$ cat config.mk
export PLATFORM = sky130hd
export DESIGN_NAME = aq_axi_lite_master
export DESIGN_NICKNAME = d
export VERILOG_FILES = /design/src/rtl/aq_axi_lite_master_pkg.sv /design/src/rtl/aq_axi_lite_master.sv
export SDC_FILE = /design/constraint.sdc
export NUM_CORES = 1
export LEC_CHECK = 0
export CAP_MARGIN = 25
export CELL_PAD_IN_SITES_DETAIL_PLACEMENT = 0
export CELL_PAD_IN_SITES_GLOBAL_PLACEMENT = 2
export CORE_MARGIN = 2
export CORE_UTILIZATION = 23
export DETAILED_ROUTE_END_ITERATION = 10
export PLACE_DENSITY_LB_ADDON = 0.1
export SLEW_MARGIN = 15
export SYNTH_ARGS = -nofsm -noshare
export SYNTH_HDL_FRONTEND = slang
export SYNTH_SLANG_ARGS = --single-unit
$ cat constraint.sdc
create_clock -name ACLK -period 2.35 [get_ports ACLK]
set_input_delay 0.235 -clock ACLK [delete_from_list [all_inputs] [get_ports ACLK]]
set_output_delay 0.235 -clock ACLK [all_outputs]
set_load 0.01 [all_outputs]
$ cat src/rtl/aq_axi_lite_master_pkg.sv
// Shared types and constants for the local-bus to AXI4-Lite master bridge.
package aq_axi_lite_master_pkg;

  localparam int unsigned DATA_W = 32;
  localparam int unsigned STRB_W = 4;
  localparam int unsigned RESP_W = 2;

  localparam logic [3:0] AXCACHE = 4'b0011;
  localparam logic [2:0] AXPROT  = 3'b000;

  typedef enum logic [1:0] {
    RESP_OKAY   = 2'b00,
    RESP_EXOKAY = 2'b01,
    RESP_SLVERR = 2'b10,
    RESP_DECERR = 2'b11
  } resp_t;

  typedef enum logic [2:0] {
    S_IDLE  = 3'd0,
    S_WADDR = 3'd1,
    S_WRESP = 3'd2,
    S_RADDR = 3'd3,
    S_RDATA = 3'd4,
    S_DONE  = 3'd5
  } state_t;

  typedef struct packed {
    logic [DATA_W-1:0] data;
    logic [STRB_W-1:0] strb;
  } wbeat_t;

  // EXOKAY counts as success; only SLVERR/DECERR flag an error.
  function automatic logic resp_is_err(input logic [RESP_W-1:0] resp);
    return (resp == RESP_SLVERR) || (resp == RESP_DECERR);
  endfunction

endpackage

$ cat src/rtl/aq_axi_lite_master.sv
// Local-bus to AXI4-Lite master bridge; one outstanding single-beat transaction.
module aq_axi_lite_master
  import aq_axi_lite_master_pkg::*;
#(
  parameter int unsigned ADDR_WIDTH = 32
) (
  input  logic                  ACLK,
  input  logic                  ARESETN,
  output logic [ADDR_WIDTH-1:0] M_AXI_AWADDR,
  output logic [3:0]            M_AXI_AWCACHE,
  output logic [2:0]            M_AXI_AWPROT,
  output logic                  M_AXI_AWVALID,
  input  logic                  M_AXI_AWREADY,
  output logic [DATA_W-1:0]     M_AXI_WDATA,
  output logic [STRB_W-1:0]     M_AXI_WSTRB,
  output logic                  M_AXI_WVALID,
  input  logic                  M_AXI_WREADY,
  input  logic                  M_AXI_BVALID,
  output logic                  M_AXI_BREADY,
  input  logic [RESP_W-1:0]     M_AXI_BRESP,
  output logic [ADDR_WIDTH-1:0] M_AXI_ARADDR,
  output logic [3:0]            M_AXI_ARCACHE,
  output logic [2:0]            M_AXI_ARPROT,
  output logic                  M_AXI_ARVALID,
  input  logic                  M_AXI_ARREADY,
  input  logic [DATA_W-1:0]     M_AXI_RDATA,
  input  logic [RESP_W-1:0]     M_AXI_RRESP,
  input  logic                  M_AXI_RVALID,
  output logic                  M_AXI_RREADY,
  input  logic                  AQ_LOCAL_CS,
  input  logic                  AQ_LOCAL_RNW,
  input  logic [ADDR_WIDTH-1:0] AQ_LOCAL_ADDR,
  input  logic [STRB_W-1:0]     AQ_LOCAL_BE,
  input  logic [DATA_W-1:0]     AQ_LOCAL_WDATA,
  output logic                  AQ_LOCAL_ACK,
  output logic [DATA_W-1:0]     AQ_LOCAL_RDATA,
  output logic                  AQ_LOCAL_ERR
);

  state_t                state_q, state_d;
  logic [ADDR_WIDTH-1:0] addr_q, addr_d;
  wbeat_t                wbeat_q, wbeat_d;
  logic                  awvalid_q, awvalid_d;
  logic                  wvalid_q, wvalid_d;
  logic                  arvalid_q, arvalid_d;
  logic                  bready_q, bready_d;
  logic                  rready_q, rready_d;
  logic                  ack_q, ack_d;
  logic                  err_q, err_d;
  logic [DATA_W-1:0]     rdata_q, rdata_d;

  // State and registered outputs
  always_ff @(posedge ACLK or negedge ARESETN) begin
    if (!ARESETN) begin
      state_q   <= S_IDLE;
      addr_q    <= '0;
      wbeat_q   <= '0;
      awvalid_q <= 1'b0;
      wvalid_q  <= 1'b0;
      arvalid_q <= 1'b0;
      bready_q  <= 1'b0;
      rready_q  <= 1'b0;
      ack_q     <= 1'b0;
      err_q     <= 1'b0;
      rdata_q   <= '0;
    end else begin
      state_q   <= state_d;
      addr_q    <= addr_d;
      wbeat_q   <= wbeat_d;
      awvalid_q <= awvalid_d;
      wvalid_q  <= wvalid_d;
      arvalid_q <= arvalid_d;
      bready_q  <= bready_d;
      rready_q  <= rready_d;
      ack_q     <= ack_d;
      err_q     <= err_d;
      rdata_q   <= rdata_d;
    end
  end

  // Next-state and next-output logic
  always_comb begin
    state_d   = state_q;
    addr_d    = addr_q;
    wbeat_d   = wbeat_q;
    awvalid_d = awvalid_q;
    wvalid_d  = wvalid_q;
    arvalid_d = arvalid_q;
    bready_d  = bready_q;
    rready_d  = rready_q;
    ack_d     = 1'b0;
    err_d     = err_q;
    rdata_d   = rdata_q;

    case (state_q)
      S_IDLE: begin
        if (AQ_LOCAL_CS) begin
          addr_d  = AQ_LOCAL_ADDR;
          wbeat_d = '{data: AQ_LOCAL_WDATA, strb: AQ_LOCAL_BE};
          if (AQ_LOCAL_RNW) begin
            arvalid_d = 1'b1;
            state_d   = S_RADDR;
          end else begin
            awvalid_d = 1'b1;
            wvalid_d  = 1'b1;
            state_d   = S_WADDR;
          end
        end
      end
      S_WADDR: begin
        // AW and W retire independently; leave once both are accepted.
        if (M_AXI_AWREADY) awvalid_d = 1'b0;
        if (M_AXI_WREADY)  wvalid_d  = 1'b0;
        if (!awvalid_d && !wvalid_d) begin
          bready_d = 1'b1;
          state_d  = S_WRESP;
        end
      end
      S_WRESP: begin
        if (M_AXI_BVALID) begin
          bready_d = 1'b0;
          ack_d    = 1'b1;
          err_d    = resp_is_err(M_AXI_BRESP);
          state_d  = S_DONE;
        end
      end
      S_RADDR: begin
        if (M_AXI_ARREADY) begin
          arvalid_d = 1'b0;
          rready_d  = 1'b1;
          state_d   = S_RDATA;
        end
      end
      S_RDATA: begin
        if (M_AXI_RVALID) begin
          rready_d = 1'b0;
          ack_d    = 1'b1;
          err_d    = resp_is_err(M_AXI_RRESP);
          rdata_d  = M_AXI_RDATA;
          state_d  = S_DONE;
        end
      end
      S_DONE: begin
        if (!AQ_LOCAL_CS) state_d = S_IDLE;
      end
      default: begin
        awvalid_d = 1'b0;
        wvalid_d  = 1'b0;
        arvalid_d = 1'b0;
        bready_d  = 1'b0;
        rready_d  = 1'b0;
        state_d   = S_IDLE;
      end
    endcase
  end

  assign M_AXI_AWADDR   = addr_q;
  assign M_AXI_AWCACHE  = AXCACHE;
  assign M_AXI_AWPROT   = AXPROT;
  assign M_AXI_AWVALID  = awvalid_q;
  assign M_AXI_WDATA    = wbeat_q.data;
  assign M_AXI_WSTRB    = wbeat_q.strb;
  assign M_AXI_WVALID   = wvalid_q;
  assign M_AXI_BREADY   = bready_q;
  assign M_AXI_ARADDR   = addr_q;
  assign M_AXI_ARCACHE  = AXCACHE;
  assign M_AXI_ARPROT   = AXPROT;
  assign M_AXI_ARVALID  = arvalid_q;
  assign M_AXI_RREADY   = rready_q;
  assign AQ_LOCAL_ACK   = ack_q;
  assign AQ_LOCAL_RDATA = rdata_q;
  assign AQ_LOCAL_ERR   = err_q;

endmodule

==> reports/results.tsv <==
metric	value	unit
setup_violations	0	
top_layer	met4	
multiInputGateArea	0.00155	sq mm
yosysWarnings	0	
clkTransAtPathRegs	70	ps
viasPerCell	4.05	
cts_sinks	110	
h-tree-depth	3	
path_cells	nor4b_4 > buf_12 > mux2_2	
critPathTopFamily	flip-flops	
synth-edff-count	0	
postSynthAreaPerCell	14.3	sq um
vias	3333	
dpl.hpwl	9800	microns
dieWidth	147	microns
drt-met1-wl	5410	microns
end_kind	flip-flop	
cts_buffers	9	
grt_pass1_vias	3397	
drive_above_1_share	21.3	%
slowest_stage	dfrtp_1	
ir_drop	0.509	mV
first_pass_iters	4	
cp.required	2590	ps
routed_wl	13100	microns
start_util	23.3	%
async_flop_share	100	%
wl_met3	806	microns
grt-ovfl-total	0	
antenna_found_initial	0	
worstSetupPathType	reg -> reg	
yosys.area.top_type	dfrtp_1	
diodes	0	
clockRootBuffer	clkbuf_16	
finalClockSkew	9.47	ps
cpPeakStageDelay	540	ps
max_freq	566	MHz
power_density	1320	mW/mm^2
layout.cells.non_filler	823	
layout_commonest_cell	clkdlybuf4s50_1	
rsz0062_at_grt	no	
placed_cells	806	
wl_per_cell	16.0	microns
rows	52	
relSlewSlack	65.1	%
hold_viol_final	0	
port_buffers	249	
clk_latency	350	ps
postRouteAntennaNets	0	
final-seq-area	0.00275	sq mm
yosysSeqAreaShare	58.7	%
cts_buffer_depth	2	
status	completed	
drc	0	
fp.coreArea	0.0201	sq mm
routabilityCongestion	0.766	
ys_top_cells_by_area	dfrtp_1 59%, mux2_2 22%, buf_4 7.5%, mux2_1 2.6%, buf_2 1.1%	
synthDistinctLibCells	29	
tightestPinTransition	523	ps
ios	266	
drv_cap	0	
die-area	0.0215	sq mm
synth-main-ff-cell	dfrtp_1	
synth_top_area_share	58.7	%
synth_seq_cells	110	
start_kind	flip-flop	
syn_inst	328	
hold_class	in -> async	
post-route-min-period	1770	ps
finalNetCount	661	
area.growth.synth_to_final	60.3	%
dr_wl_met2	6650	microns
post-route-period-util	75.2	%
filler_cell_count	1945	
grt_first_pass_wirelength	20100	microns
drtIter0Drc	69	
p_leak	3.01	nW
mostFrequentLayoutCells	248 x clkdlybuf4s50_1, 110 x dfrtp_1, 92 x mux2_2	
grt_max_degree	57	
critPathBufInv	1	
mappedNetlistArea	0.00469	sq mm
cp_max_fo	56	
drv_slew	0	
cp.arrival	2000	ps
cts_setup_buffers	0	
dieHeight	147	microns
cts_tree	done	
tns	0	ps
track_usage	12.2	%
layout make-up:
cell class	instances	share of cell area [%]
repair buffers	259	34.5
inverters	2	0.0999
flip-flops and latches	110	36.6
clock inverters	4	0.399
multi-input cells	166	20.6
well taps	270	4.49
clock buffers	12	3.28
state kept, by name, indices dropped and copies added (netlist names):
signal / count
M_AXI_AWVALID: 1
AQ_LOCAL_ACK: 1
AQ_LOCAL_ERR: 1
M_AXI_WDATA: 32
AQ_LOCAL_RDATA: 32
state_q: 3
M_AXI_RREADY: 1
M_AXI_ARADDR: 32
M_AXI_WVALID: 1
M_AXI_BREADY: 1
M_AXI_WSTRB: 4
M_AXI_ARVALID: 1
worst register-to-register path, delay by kind of cell (launching register included):
family | cells | cell delay, ps
muxes | 1 | 450
and+or+nand+nor | 1 | 360
DFF | 1 | 540
buffers and inverters | 1 | 320
power by group:
group          internal, W  leakage, nW  switching [W]
clock network     0.000755        0.133       0.000718
registers          0.00286         1.31       0.000585
logic              0.00319         1.57        0.00185
total              0.00680         3.01        0.00315
layer usage:
metal  vias to the layer above  global-route usage (%)
met3                        13                    2.98
met2                       135                    20.9
li1                       1522                       -
met4                         0                    4.90
met1                      1663                    14.7
met5                         -                       0
metrics by stage:
step	setup WS, ps	utilization [%]	instance area (sq um)	total power, W	hold WS (ps)
after CTS	565	37.4	7520	0.0102	410
after detailed placement	413	36.0	7230	0.00863	248
after floorplan	709	-	4730	0.00591	-60.6
final	582	37.4	7520	0.00995	388
after global routing	498	37.4	7520	0.0106	432
after global placement	412	36.0	7230	0.00857	236
synth_stat cells (all sizes together), types with 2 or more instances:
cell type / instances
inv: 2
a31oi: 2
a22o: 2
conb: 2
nand2b: 5
nor3b: 3
o21bai: 2
dfrtp: 110
nand2: 2
nor4b: 2
nand3b: 3
o21ai: 6
a22oi: 2
nor2b: 6
clkbuf: 4
a21oi: 6
mux2: 103
buf: 58
nand3: 2
timing repair:
item | in CTS | in global routing
gates resized for setup | 0 | 0
setup endpoints to repair | 0 | 0
hold endpoints to repair | 34 | 0
hold buffers | 1 | 0
path summary, 6_finish.rpt:
kind,start,endpoint,slack (ps),cells past startpoint
worst min register to register,AQ_LOCAL_RDATA[5],AQ_LOCAL_RDATA[5],490,1
worst min-delay path,ARESETN,M_AXI_ARADDR[14],390,2
min in group ACLK,AQ_LOCAL_ADDR[29],M_AXI_ARADDR[29],480,2
worst max register to register,state_q[2],M_AXI_ARADDR[9],580,3
worst max-delay path,state_q[2],M_AXI_ARADDR[9],580,3
max in group asynchronous,ARESETN,M_AXI_WSTRB[1],1090,3
kinds of logic (layout without fill, tap and decap cells):
logic type / count (synthesis) / count (layout) / synth area share, %
muxes: 103 / 103 / 24.7
AOI/OAI and AO/OA: 24 / 24 / 3.31
DFF: 110 / 110 / 58.7
buffers and inverters: 64 / 277 / 9.31
other: 2 / 14 / 0.160
and+or+nand+nor: 25 / 25 / 3.79
Power figures use the tool's default switching activity.
